==> src/rtl/mul_div_unit.sv <==
// Multi-cycle signed 32x32 multiplier / 32/32 divider feeding RZ and ALUFinished.
// Radix-2 shift-add multiply and restoring divide on magnitudes, then one sign-fix cycle.
module mul_div_unit #(
  parameter int unsigned WIDTH  = 32,
  parameter logic [4:0]  OP_MUL = 5'b01111,
  parameter logic [4:0]  OP_DIV = 5'b10000
) (
  input  logic               clock,
  input  logic               reset,
  input  logic               start,
  input  logic [4:0]         ALUControl,
  input  logic [WIDTH-1:0]   opA,
  input  logic [WIDTH-1:0]   opB,
  output logic [2*WIDTH-1:0] result,
  output logic               finished,
  output logic               busy,
  output logic               divByZero
);

  typedef enum logic [2:0] {S_IDLE, S_MUL, S_DIV, S_FIX, S_DONE} state_e;

  state_e             state_q;
  logic [5:0]         cnt_q;
  logic [WIDTH:0]     a_q, b_q;
  logic [WIDTH:0]     hi_q, hi_d;
  logic [WIDTH-1:0]   lo_q, lo_d;
  logic               sa_q, sb_q, div_q;

  logic               is_div, accept;
  logic [WIDTH:0]     abs_a, abs_b;
  logic [WIDTH+1:0]   mul_sum, div_trial;
  logic [2*WIDTH-1:0] prod_mag, prod_s;
  logic [WIDTH-1:0]   quo_s, rem_s;
  logic               b_zero;

  assign is_div = (ALUControl == OP_DIV);
  assign accept = start && (state_q == S_IDLE || state_q == S_DONE) &&
                  (ALUControl == OP_MUL || is_div);
  assign abs_a  = opA[WIDTH-1] ? -{opA[WIDTH-1], opA} : {1'b0, opA};
  assign abs_b  = opB[WIDTH-1] ? -{opB[WIDTH-1], opB} : {1'b0, opB};
  assign b_zero = (b_q == '0);

  // hi holds the running product high half (mul) or partial remainder (div);
  // lo holds the multiplier bits being shifted out (mul) or dividend/quotient bits (div).
  always_comb begin
    mul_sum   = {1'b0, hi_q} + (lo_q[0] ? {1'b0, a_q} : '0);
    div_trial = {1'b0, hi_q[WIDTH-1:0], lo_q[WIDTH-1]} - {1'b0, b_q};
    hi_d      = hi_q;
    lo_d      = lo_q;
    if (div_q) begin
      hi_d = div_trial[WIDTH+1] ? {hi_q[WIDTH-1:0], lo_q[WIDTH-1]} : div_trial[WIDTH:0];
      lo_d = {lo_q[WIDTH-2:0], ~div_trial[WIDTH+1]};
    end else begin
      hi_d = mul_sum[WIDTH+1:1];
      lo_d = {mul_sum[0], lo_q[WIDTH-1:1]};
    end
  end

  always_comb begin
    prod_mag = {hi_q[WIDTH-1:0], lo_q};
    prod_s   = (sa_q ^ sb_q) ? -prod_mag : prod_mag;
    quo_s    = b_zero ? '1 : ((sa_q ^ sb_q) ? -lo_q : lo_q);
    rem_s    = sa_q ? -hi_q[WIDTH-1:0] : hi_q[WIDTH-1:0];
  end

  always_ff @(posedge clock or negedge reset) begin
    if (!reset) begin
      state_q   <= S_IDLE;
      cnt_q     <= '0;
      a_q       <= '0;
      b_q       <= '0;
      hi_q      <= '0;
      lo_q      <= '0;
      sa_q      <= 1'b0;
      sb_q      <= 1'b0;
      div_q     <= 1'b0;
      result    <= '0;
      finished  <= 1'b0;
      busy      <= 1'b0;
      divByZero <= 1'b0;
    end else begin
      case (state_q)
        S_IDLE, S_DONE: begin
          if (accept) begin
            a_q       <= abs_a;
            b_q       <= abs_b;
            sa_q      <= opA[WIDTH-1];
            sb_q      <= opB[WIDTH-1];
            div_q     <= is_div;
            hi_q      <= '0;
            lo_q      <= is_div ? abs_a[WIDTH-1:0] : abs_b[WIDTH-1:0];
            cnt_q     <= '0;
            finished  <= 1'b0;
            divByZero <= 1'b0;
            busy      <= 1'b1;
            state_q   <= is_div ? S_DIV : S_MUL;
          end
        end
        S_MUL, S_DIV: begin
          hi_q <= hi_d;
          lo_q <= lo_d;
          if (cnt_q == 6'(WIDTH - 1)) begin
            cnt_q   <= '0;
            state_q <= S_FIX;
          end else begin
            cnt_q <= cnt_q + 6'd1;
          end
        end
        S_FIX: begin
          result    <= div_q ? {rem_s, quo_s} : prod_s;
          divByZero <= div_q && b_zero;
          finished  <= 1'b1;
          busy      <= 1'b0;
          state_q   <= S_DONE;
        end
        default: state_q <= S_IDLE;
      endcase
    end
  end

endmodule
==> config.mk <==
export PLATFORM = sky130hd
export DESIGN_NAME = mul_div_unit
export DESIGN_NICKNAME = d
export VERILOG_FILES = /design/src/rtl/mul_div_unit.sv
export SDC_FILE = /design/constraint.sdc
export NUM_CORES = 1
export LEC_CHECK = 0
export ABC_AREA = 1
export CAP_MARGIN = 20
export CORE_MARGIN = 2
export CORE_UTILIZATION = 34
export CTS_CLUSTER_DIAMETER = 150
export CTS_CLUSTER_SIZE = 12
export DETAILED_ROUTE_END_ITERATION = 16
export PLACE_DENSITY = 0.59
export SYNTH_ARGS = -nofsm -noshare
export SYNTH_HDL_FRONTEND = slang
export SYNTH_SLANG_ARGS = --single-unit
==> constraint.sdc <==
create_clock -name clock -period 3.4 [get_ports clock]
set_clock_uncertainty 0.05 [all_clocks]
set_input_delay 0.34 -clock clock [delete_from_list [all_inputs] [get_ports clock]]
set_output_delay 0.34 -clock clock [all_outputs]
set_load 0.005 [all_outputs]
# [Word level (Yosys, flattened, before mapping)]
# Cells that the tools add are included.
# Widths: inputs -> output; s select.
[op_classes] n_reduce_logical=15 div_mod_pow=0 addsub=8 eq_ne=9 bitwise_logic=2 muxes=28 mul=0 order_cmp=0 shift=0
[op_table] operator="$mux 33" n=6
[op_table] operator="$mux 32" n=6
[op_table] operator="$mux 64" n=2
[op_table] operator="$neg 33->33" n=2
[op_table] operator="$pmux 33 s2" n=1
[op_table] operator="$neg 32->32" n=2
[op_table] operator="$neg 64->64" n=1
[op_table] operator="$pmux 32 s2" n=1
[op_table] operator="$add 33x33->34" n=1
[op_table] operator="$sub 33x33->34" n=1
[op_table] operator="$logic_not 33->1" n=1
[op_table] operator="$mux 6" n=2
[op_table] operator="$pmux 6 s2" n=1
[op_table] operator="$pmux 3 s3" n=1
[op_table] operator="$reduce_and 2->1" n=4
[op_table] operator="$add 6x1->6 const B" n=1
[op_table] operator="$eq 3x2->1 const B" n=2
[op_table] operator="$eq 6x5->1 const B" n=1
[op_table] operator="$mux 3" n=2
[op_table] operator="$pmux 1 s2" n=3
[op_table] operator="$eq 5x4->1 const B" n=1
[op_table] operator="$eq 5x5->1 const B" n=1
[op_table] operator="$ne 2x2->1 const B" n=2
[op_table] operator="$reduce_bool 2->1" n=2
[op_table] operator="other kinds (10)" n=15
[totals] elab_cells=75 memories=0 latchBits=0 output_inout_bits=67 rom_bits=0 input_bits=72 regBits=210 mem_bits_rw=0

# [Longest topological paths before layout]
# Gate-level depths: netlist of the first run.
[depth] depth_word=6 mapped_depth=20 ltp_nobuf=18

# [Least setup slack after synthesis of the first run]
# OpenSTA, ideal clock, no wires.
[synth_path] kind="flip-flop to flip-flop" start="register lo_q[0]" end="register hi_q[31]" path_slack_ps=759 synth_period_minus_slack_ps=2641 n_path_buf=2 path_stages_with_launch=20 required_ps=3232 arrival_ps=2473 setup_ps=118 cell_sequence="dfrtp_1 -> buf_6 -> clkbuf_1 -> nand2_1 -> inv_1 -> ha_1 -> inv_1 -> fa_1 -> inv_1 -> nand2_1 -> o21ai_1 -> nand2_1 -> nand2_1 -> nand2_1 -> nand2_1 -> nand2_1 -> nand3_1 -> nand3_1 -> nand3_1 -> nand2_1"
[synth_between] elab_chain_cells=4
[synth_rtl] item="start: declaration" line="26" text="logic [WIDTH-1:0] lo_q, lo_d;"
[synth_rtl] item="start signal: assignment" line="91" text="lo_q <= is_div ? abs_a[WIDTH-1:0] : abs_b[WIDTH-1:0];"
[synth_rtl] item="start signal: assignment" line="101" text="lo_q <= lo_d;"
[synth_rtl] item="$mux 33" line="46" text="mul_sum = {1'b0, hi_q} + (lo_q[0] ? {1'b0, a_q} : '0);"
[synth_rtl] item="$add 33x33->34" line="46"
[synth_rtl] item="$mux 33" line="50" text="if (div_q) begin"
[synth_rtl] item="$pmux 33 s2" line="82" text="case (state_q)"
[synth_rtl] item="end signal: assignment" line="100" text="hi_q <= hi_d;"
[synth_rtl] item="end: declaration" line="25" text="logic [WIDTH:0] hi_q, hi_d;"
# Every way passes these cells.
# A chain may end at the register's enable or synchronous reset.

# [Final worst setup path of the first run]
[layout_path] start="register lo_q[0]" end="register hi_q[32]"
# Same word-level chain as after synthesis.

==> results of run 1 <==
-- power groups by stage --
stage / Sequential [mW] / Clock [mW] / Combinational [mW]
after floorplan: 4.39 / 0 / 9.42
after global placement: 4.70 / 0 / 14.0
after detailed placement: 4.71 / 0 / 14.0
after CTS: 4.67 / 2.19 / 14.0
after global routing: 4.80 / 2.26 / 15.9
final: 4.68 / 2.15 / 14.2
-- sequential cells by signal, indices dropped and copies added (netlist names) --
signal,cells
result,64
divByZero,1
state_q,3
sb_q,1
b_q,33
sa_q,1
cnt_q,6
a_q,33
busy,1
hi_q,33
lo_q,32
div_q,1
finished,1
-- how the worst max path moves through the flow --
| stage | depth (start not counted) | slack [ns] | from | endpoint |
|---|---|---|---|---|
| finish | 14 | 0.43 | lo_q[0]$_DFFE_PN0P_ | hi_q[32]$_DFFE_PN0P_ |
| global route | 17 | 0.28 | lo_q[0]$_DFFE_PN0P_ | hi_q[31]$_DFFE_PN0P_ |
| CTS | 14 | 0.49 | lo_q[0]$_DFFE_PN0P_ | hi_q[32]$_DFFE_PN0P_ |
| detailed placement | 14 | 0.52 | lo_q[0]$_DFFE_PN0P_ | hi_q[32]$_DFFE_PN0P_ |
| global placement | 14 | 0.50 | lo_q[0]$_DFFE_PN0P_ | hi_q[32]$_DFFE_PN0P_ |
| floorplan | 19 | 0.76 | lo_q[0]$_DFFE_PN0P_ | hi_q[31]$_DFFE_PN0P_ |
-- kinds of logic after synthesis --
group | Yosys count | share of synthesized area [%]
adder cells (fa/ha/maj) | 73 | 4.87
AND/OR/NAND/NOR | 1809 | 40.3
flip-flops | 210 | 27.6
XOR/XNOR | 69 | 3.17
AO/OA/AOI/OAI | 411 | 12.5
buffers and inverters | 563 | 11.6
-- final cells by class --
type	instances	area share, %
inverter	469	8.02
sequential	210	23.9
timing repair buffer	194	8.47
clock buffer	22	2.41
clock inverter	2	0.0798
tap	748	4.26
multi-input combinational	2362	52.8
-- routing by layer --
metal	up-vias	track usage, %	routed length, um
li1	10300	-	-
met1	9566	36.2	33900
met2	751	39.7	32500
met3	134	2.64	4900
met4	0	11.1	3710
met5	-	0	0
-- worst register-to-register path, cell delays in order (launching register included) --
cell      delay (ns)
dfrtp_1         0.47
buf_12          0.21
nand2_1         0.09
inv_1           0.05
ha_1            0.38
nand2_1         0.14
nor2_1          0.20
inv_1           0.08
nor3_1          0.34
nand3_1         0.23
nand3_1         0.17
nand3b_1        0.09
a21oi_1         0.26
nand2_1         0.08
nand2_1         0.07
-- timing repair --
item | in CTS | in global routing
hold buffers | 1 | 0
endpoints found under the setup margin | 0 | 0
endpoints found under the hold margin | 81 | 0
-- cells in the final DEF, fill, tap and decap left out, types with 23 or more instances in the layout --
cell,n
a21oi_1,120
inv_1,443
clkdlybuf4s50_1,137
nand4_1,51
nand3b_1,23
o21ai_1,45
ha_1,71
nand2_1,1016
dfrtp_1,209
nor2_1,329
nor3_1,32
buf_4,51
nand3_1,287
o211ai_1,31
xor2_1,60
a31oi_1,38
inv_2,24
o21ai_0,114
==> summary.md, run 1 <==
| Metric | Value |
|---|---|
| Setup CP Type | `reg2reg` |
| Max incr delay on CP | `0.47 ns` |
| Via count | `20700` |
| Multi-input logic area | `0.0116 mm^2` |
| Slew of the pin with the lowest slew margin | `0.814 ns` |
| Worst Reg-to-Reg Cells | `14` |
| Routed len/inst | `18.7 um` |
| Vias in the first global route | `a little under 20000` |
| GPL Wtd Cong | `between 0.9 and 1` |
| CTS buffer count | `21` |
| Antenna diode count | `0` |
| Fillers | `6177` |
| Setup crit end kind | `flip-flop` |
| Synth cell count leaders | `nand2_1, inv_1, nor2_1` |
| Final setup fails | `0` |
| Final Power | `around 21 mW` |
| Nets | `3403` |
| Placed instance area | `0.0214 mm^2` |
| Iteration-0 DRC Markers | `1844` |
| Initial antenna violation count | `0` |
| Peak supply drop | `0.000794 V` |
| Tmin final | `around 3.0 ns` |
| Sequential power share | `about 22%` |
| R2r startpoint | `lo_q[0]$_DFFE_PN0P_` |
| Final Util | `about 40%` |
| Post-Syn Nets | `3280` |
| Layout cells sized above 1 | `5.37%` |
| Logic pwr share | `67.6%` |
| Gr usage total | `25.6%` |
| Total die area | `0.0580 mm^2` |
| Power Density | `960 mW/mm^2` |
| Clk root buf | `clkbuf_16` |
| Pre-antenna DRT Iters | `6` |
| Sw Share | `54.5%` |
| Post-CTS Resized | `0` |
| Hold Vio Cnt, Final | `0` |
| RSZ-0062 raised after global routing | `false` |
| # DRC | `0` |
| Setup slack, reg-to-reg | `between 0.4 and 0.5 ns` |
| Synth area leader | `dfrtp_1` |
| Clock Path Buffers | `3` |
| # Max-Cap Violations | `0` |
| CP top delay family | `simple AND/OR/NAND/NOR gates` |
| Max Slew Vio Count | `0` |
| Post-route cell area | `0.0220 mm^2` |
| Synth Flop Type | `dfrtp_1` |
| Syn Area/Cell | `about 6.1 um^2` |
| I/O pin cnt | `139` |
| Die Ht | `approximately 240 um` |
| Number of setup buffers added after CTS | `0` |
| RR Endpoint | `hi_q[32]$_DFFE_PN0P_` |
| Worst path most repeated cell | `nand2_1` |
| DP HPWL | `60.3 mm` |
| FFs w/ async S/R, synth | `between 90% and 100%` |
| Clk network pwr share | `between 10% and 20%` |
| CP max stage cell | `dfrtp_1` |
| Crit path DAT | `3.41 ns` |
| Fin Setup TNS | `0 ns` |
| Pint | `9.58 mW` |
| ANT nets after route | `0` |
| Global-route wire length before repair | `roughly 110 mm` |
| Synth Instances | `3135` |
| Cell Rows | `86` |
| WL final | `75.0 mm` |
| EDFF count, synth | `0` |
| CTS tree | `done` |
| Die X | `241 um` |
| Pleak | `11.4 nW` |
| WP data required | `3.84 ns` |
| Max frequency | `between 300 and 400 MHz` |
| Worst hold path class | `in2async` |
| Yosys reg bits | `210` |
| Sink Count | `210` |
| Setup ws final | `0.429 ns` |
| Worst slew margin | `45.8%` |
| Initial core utilization | `34.5%` |
| Port Buffer Count | `138` |
| Yosys warning count | `0` |
| Layout Cells excl Fill | `between 4000 and 5000` |
| Hold slack final | `about 0.34 ns` |
| Period utilization | `87.4%` |
| Cell Chain, Critical Path | `buf_12 > nand2_1 > inv_1 > ha_1 > nand2_1 > nor2_1 > inv_1 > nor3_1 > nand3_1 > nand3_1 > nand3b_1 > a21oi_1 > nand2_1 > nand2_1` |
| Placed insts | `3982` |
| Cell variety after synth | `58` |
| H-tree levels | `1` |
| Most numerous cell in the Yosys netlist | `nand2_1` |
| Net Switching | `11.5 mW` |
| Clock latency on the worst-skew pair | `0.54 ns` |
| Clock transition at path regs | `roughly 0.07 ns` |
| Total gr overflow | `0` |
| Vias/cell | `5.17` |
| Worst slack, placed | `just over 0.5 ns` |
| Seq. cell area | `between 0.005 and 0.006 mm^2` |
| Synthesis-to-finish area growth | `15.2%` |
| Largest net degree at the start of global routing | `87` |
| Crit start category | `flip-flop` |
| Core area | `0.0553 mm^2` |
| Crit path buffers/inverters | `3` |
| Mapped Area | `0.0191 mm^2` |
| Post-synthesis sequential area ratio | `27.6%` |
| Status | `finished clean` |
| CP Max Fanout | `31` |
| Synth top area share | `27.6%` |
| Dominant cells by area after synthesis | `dfrtp_1, nand2_1, inv_1` |
Note: power is estimated with default switching activity, not from simulation.
==> run 2: changes to the inputs <==
Settings changed: ABC_AREA 1 to 0, PLACE_DENSITY 0.59 to 0.6.
==> summary.md, run 2 <==
| Metric | Value |
|---|---|
| Initial core utilization | `34.5%` |
| Worst slew margin | `approximately 28%` |
| Fillers | `4718` |
| Post-Syn Nets | `2062` |
| Synthesis-to-finish area growth | `25.1%` |
| Max FFs per register | `64` |
| Core area | `between 0.04 and 0.05 mm^2` |
| Critical Path Source | `b_q[7]$_DFFE_PN0P_` |
| Pre-antenna DRT Iters | `5` |
| Clk root buf | `clkbuf_16` |
| CP Max Fanout | `8` |
| Max Slew Vio Count | `0` |
| Setup CP Type | `reg2reg` |
| Commonest non-fill, non-tap cell in the layout | `nand2_1` |
| Synth area leader | `dfrtp_1` |
| Status | `finished clean` |
| Mapped Area | `0.0157 mm^2` |
| Sink Count | `210` |
| Largest net degree at the start of global routing | `68` |
| Vias/cell | `roughly 5.5` |
| I/O pin cnt | `about 140` |
| Die X | `219 um` |
| Nets | `2303` |
| Period utilization | `98.0%` |
| GRT busiest layer | `met2` |
| Clock transition at path regs | `0.07 ns` |
| Yosys reg bits | `210` |
| Worst Reg-to-Reg Cells | `14` |
| Iteration-0 DRC Markers | `1411` |
| Cell variety after synth | `85` |
| Total die area | `0.0479 mm^2` |
| Via count | `roughly 15000` |
| Post-synthesis sequential area ratio | `33.5%` |
| Seq. cell area | `0.00526 mm^2` |
| WL final | `about 57 mm` |
| Total gr overflow | `0` |
| R2r startpoint | `b_q[7]$_DFFE_PN0P_` |
| Clock Path Buffers | `3` |
| Setup slack, reg-to-reg | `0.07 ns` |
| Syn Area/Cell | `a little over 8 um^2` |
| CTS buffer count | `21` |
| # DRC | `0` |
| Multi-input logic area | `0.00998 mm^2` |
| CTS tree | `done` |
| Antenna diode count | `0` |
| Synth Instances | `~1900` |
| Dominant cells by area after synthesis | `dfrtp_1, nand2_1, xor2_1` |
| Final Util | `43.2%` |
| Clock latency on the worst-skew pair | `0.54 ns` |
| Layout cells sized above 1 | `13.2%` |
| Initial antenna violation count | `1` |
| Most numerous cell in the Yosys netlist | `nand2_1` |
| ANT nets after route | `0` |
| FFs w/ async S/R, synth | `100%` |
| Met3 Usage GRT | `2.56%` |
| Synth Flop Type | `dfrtp_1` |
| GR Util met1 | `33.2%` |
| WP data required | `3.77 ns` |
| Worst hold path class | `in2async` |
| H-tree levels | `1` |
| GPL Wtd Cong | `~0.94` |
| Port Buffer Count | `138` |
| Hold slack final | `0.291 ns` |
| Gr usage total | `a little under a quarter` |
| Slew of the pin with the lowest slew margin | `1.06 ns` |
| Pleak | `roughly 8.7 nW` |
| Hold Vio Cnt, Final | `0` |
| RR Endpoint | `hi_q[4]$_DFFE_PN0P_` |
| Max frequency | `approximately 300 MHz` |
| Peak supply drop | `0.000496 V` |
| Global-route wire length before repair | `86.7 mm` |
| Crit path DAT | `3.70 ns` |
| Synth cell count leaders | `nand2_1, dfrtp_1, o21ai_0` |
| Most frequent cells in the layout | `nand2_1, dfrtp_1, o21ai_0, buf_4, nor2_1` |
| Crit start category | `flip-flop` |
| Setup crit end kind | `flip-flop` |
| Met2 usage | `between 30 and 40%` |
| DP HPWL | `44.0 mm` |
| # Max-Cap Violations | `0` |
| Largest Register | `result` |
| Routed len/inst | `20.5 um` |
| EDFF count, synth | `0` |
| Vias in the first global route | `14700` |
| RSZ-0062 raised after global routing | `true` |
| Power Density | `991 mW/mm^2` |
| Tmin final | `about 3.3 ns` |
| Yosys warning count | `0` |
| Cell Rows | `78` |
| Die Ht | `219 um` |
| Synth top area share | `between 30% and 40%` |
| Final setup fails | `0` |
[run 2: worst max path at each step]
stage	end	cells past startpoint
final	hi_q[4]$_DFFE_PN0P_	14
after global routing	hi_q[4]$_DFFE_PN0P_	14
after CTS	hi_q[4]$_DFFE_PN0P_	13
after detailed placement	hi_q[31]$_DFFE_PN0P_	12
after global placement	hi_q[32]$_DFFE_PN0P_	14
after floorplan	hi_q[31]$_DFFE_PN0P_	14
[run 2: through the flow]
stage	cell area, um^2	total power [mW]	setup WS, ns	setup TNS [ns]	instances
after global routing	19600	20.9	-0.0742	-0.322	2759
after CTS	19300	19.0	0.0132	0	2747
after floorplan	15700	12.0	0.0190	0	1917
after detailed placement	18800	16.7	-0.0845	-0.635	2722
final	19600	19.4	0.0696	0	2759
after global placement	18800	16.6	-0.0247	-0.0252	2722
[run 2: worst max-delay path, cell delays in order, from the launching register on]
cell,delay (ns)
dfrtp_1,0.39
inv_1,0.09
ha_1,0.34
inv_1,0.17
a2bb2oi_2,0.22
a21oi_2,0.10
a221o_2,0.41
a31oi_4,0.25
a21oi_4,0.11
o31ai_4,0.20
buf_4,0.19
buf_12,0.14
mux2_2,0.33
a21oi_1,0.13
o21ai_0,0.09
[run 2: kinds of logic after synthesis]
kind of cell | share of synthesized area (%)
AND/OR/NAND/NOR | 19.9
AO/OA/AOI/OAI | 22.5
flip-flops | 33.5
XOR/XNOR | 10.1
buffers and inverters | 4.22
adder cells (fa/ha/maj) | 5.92
multiplexers | 3.83
[run 2: repair_timing]
item,CTS,global route
setup buffers,0,11
cloned,0,1
hold buffers,1,0
gates resized for setup,4,26
setup endpoints to repair,3,41
hold endpoints to repair,56,0
pin swaps,1,16
[run 2: layer usage]
metal  up-vias  share of wire (%)  wire (um)
li1       7303                  -          -
met1      7297                 46      26100
met2       551                 45      25700
met3        80                5.7       3240
met4         0                2.6       1490
met5         -                  0          0
[run 2: cell type report]
class / instances / share of cell area (%)
Tap cell: 600 / 3.83
Inverter: 59 / 1.13
Clock inverter: 2 / 0.0893
Timing Repair Buffer: 326 / 14.6
Sequential cell: 210 / 26.8
Clock buffer: 22 / 2.70
Multi-Input combinational cell: 1540 / 50.8
[run 2: power by group]
| group | switching (mW) | internal [mW] | total [mW] | leakage [nW] |
|---|---|---|---|---|
| clock network | 1.02 | 1.10 | 2.12 | 0.269 |
| logic | 7.09 | 5.61 | 12.7 | 5.72 |
| registers | 1.05 | 3.58 | 4.63 | 2.66 |
| total | 9.16 | 10.3 | 19.4 | 8.65 |
==> run 3: changes to the inputs <==
Settings changed: CORE_MARGIN 2 to not set.
==> summary.md, run 3 (same netlist as run 2, synthesis figures left out) <==
| Metric | Value |
|---|---|
| Met2 usage | `38.8%` |
| Commonest non-fill, non-tap cell in the layout | `nand2_1` |
| Pre-antenna DRT Iters | `5` |
| Clock Path Buffers | `3` |
| Tmin final | `3.34 ns` |
| WP data required | `3.77 ns` |
| Largest Register | `result` |
| Crit path DAT | `3.71 ns` |
| CP max stage cell | `dfrtp_1` |
| Gr usage total | `23.9%` |
| CTS tree | `done` |
| Worst hold path class | `in2async` |
| Max Slew Vio Count | `0` |
| Core area | `0.0455 mm^2` |
| Vias/cell | `5.51` |
| GPL Wtd Cong | `0.966` |
| Largest net degree at the start of global routing | `between 80 and 90` |
| Cell Rows | `roughly 80` |
| GRT busiest layer | `met2` |
| Clock latency on the worst-skew pair | `0.54 ns` |
| Clock transition at path regs | `~0.06 ns` |
| Antenna diode count | `0` |
| Initial core utilization | `34.5%` |
| Nets | `between 2000 and 2500` |
| Met3 Usage GRT | `~3.4%` |
| GR Util met1 | `32.9%` |
| Status | `finished clean` |
| Setup crit end kind | `flip-flop` |
| Crit start category | `flip-flop` |
| Setup slack, reg-to-reg | `about 0.06 ns` |
| Routed len/inst | `20.6 um` |
| Final Util | `43.6%` |
| Worst slack, placed | `-0.199 ns` |
| I/O pin cnt | `about 140` |
| Global-route wire length before repair | `86.9 mm` |
| Die Ht | `217 um` |
| Pleak | `8.77 nW` |
| Period utilization | `98.3%` |
| Final Power | `19.7 mW` |
| Max frequency | `~300 MHz` |
| Max incr delay on CP | `0.40 ns` |
| Setup ws final | `0.0590 ns` |
| Final setup fails | `0` |
| Die X | `217 um` |
| Hold Vio Cnt, Final | `0` |
| Port Buffer Count | `138` |
| H-tree levels | `1` |
| Initial antenna violation count | `0` |
| Worst slew margin | `approximately 22%` |
| Total die area | `roughly 0.047 mm^2` |
| Sink Count | `210` |
| Via count | `15300` |
| Cell Chain, Critical Path | `inv_2 > ha_2 > a21oi_2 > a2bb2oi_2 > a21oi_2 > a221o_2 > a31oi_4 > a21oi_4 > o31ai_4 > buf_4 > buf_12 > buf_4 > mux2i_1 > a21oi_1 > a22o_1` |
| Iteration-0 DRC Markers | `roughly 1300` |
| Clk root buf | `clkbuf_16` |
| Placed insts | `2736` |
| Synthesis-to-finish area growth | `26.4%` |
| Setup CP Type | `reg2reg` |
| Max FFs per register | `64` |
| Power Density | `approximately 990 mW/mm^2` |
| WL final | `57.3 mm` |
| Total gr overflow | `0` |
| DP HPWL | `44.6 mm` |
| # DRC | `0` |
| CTS buffer count | `21` |
| Peak supply drop | `around 0.00042 V` |
| Layout cells sized above 1 | `14.8%` |
| Layout Cells excl Fill | `2777` |
| Slew of the pin with the lowest slew margin | `around 1.2 ns` |
| Most frequent cells in the layout | `nand2_1, dfrtp_1, buf_4, o21ai_0, nor2_1` |
| Vias in the first global route | `14700` |
| # Max-Cap Violations | `0` |
| CP Max Fanout | `8` |
| ANT nets after route | `0` |
==> run 3: cell types whose count changed in the layout (fill, tap and decap cells not counted), moves of 2 or more <==
| cell | before | now |
|---|---|---|
| a21oi_2 | 6 | 12 |
| o21ai_2 | 0 | 2 |
| o21ai_0 | 189 | 187 |
| buf_4 | 182 | 199 |
| a21oi_1 | 130 | 124 |
| ha_1 | 66 | 63 |
| inv_1 | 58 | 53 |
| ha_2 | 0 | 2 |
| inv_2 | 1 | 6 |
==> run 3: final timing paths <==
check	start	end	depth (start not counted)
worst min-delay path	reset	result[59]$_DFFE_PN0P_	2
worst max-delay path	b_q[6]$_DFFE_PN0P_	hi_q[19]$_DFFE_PN0P_	15
min in group clock	result[35]$_DFFE_PN0P_	result[35]$_DFFE_PN0P_	2
max in group asynchronous	reset	result[11]$_DFFE_PN0P_	3
worst max register to register	b_q[6]$_DFFE_PN0P_	hi_q[19]$_DFFE_PN0P_	15
worst min register to register	result[35]$_DFFE_PN0P_	result[35]$_DFFE_PN0P_	2
==> run 3: area by class of cell <==
type	instances	area [um^2]
Clock buffer	22	529
Sequential cell	210	5260
Fill cell	4638	25600
Timing Repair Buffer	344	3020
Multi-Input combinational cell	1540	10000
Tap cell	600	751
Clock inverter	2	17.5
Inverter	59	221
==> run 3: per-stage QoR <==
step	area [um^2]	hold WS (ns)	TNS, ns
6_report	19800	0.375	0
5_1_grt	19800	0.433	-0.100
4_1_cts	19500	0.398	0
3_5_place_dp	18900	0.407	-0.825
3_3_place_gp	18900	0.403	-0.418
2_1_floorplan	15700	-0.00559	0
==> run 3: worst max-delay path: cells and delay by family (launching register included) <==
family          cells  cell delay, ns
compound gates      9            1.77
buf+inv             4            0.50
flops               1            0.40
fa+ha+maj           1            0.31
mux                 1            0.17
==> run 3: what timing repair did <==
| action | CTS | global route |
|---|---|---|
| hold buffers | 1 | 0 |
| resized for setup | 6 | 48 |
| endpoints found under the hold margin | 77 | 0 |
| endpoints found under the setup margin | 14 | 37 |
| cloned | 1 | 1 |
| pin swaps | 1 | 19 |
| buffers inserted | 1 | 13 |
==> run 3: power by group <==
part	switching [mW]	leakage (nW)	internal, mW
Combinational	7.20	5.83	5.79
Clock	0.995	0.269	1.10
Sequential	1.05	2.66	3.58
==> run 3: metal layers <==
layer | wire (um) | vias to the layer above
met5 | 0 | -
met4 | 1710 | 0
met3 | 3780 | 85
met2 | 26300 | 531
met1 | 25500 | 7359
li1 | - | 7334
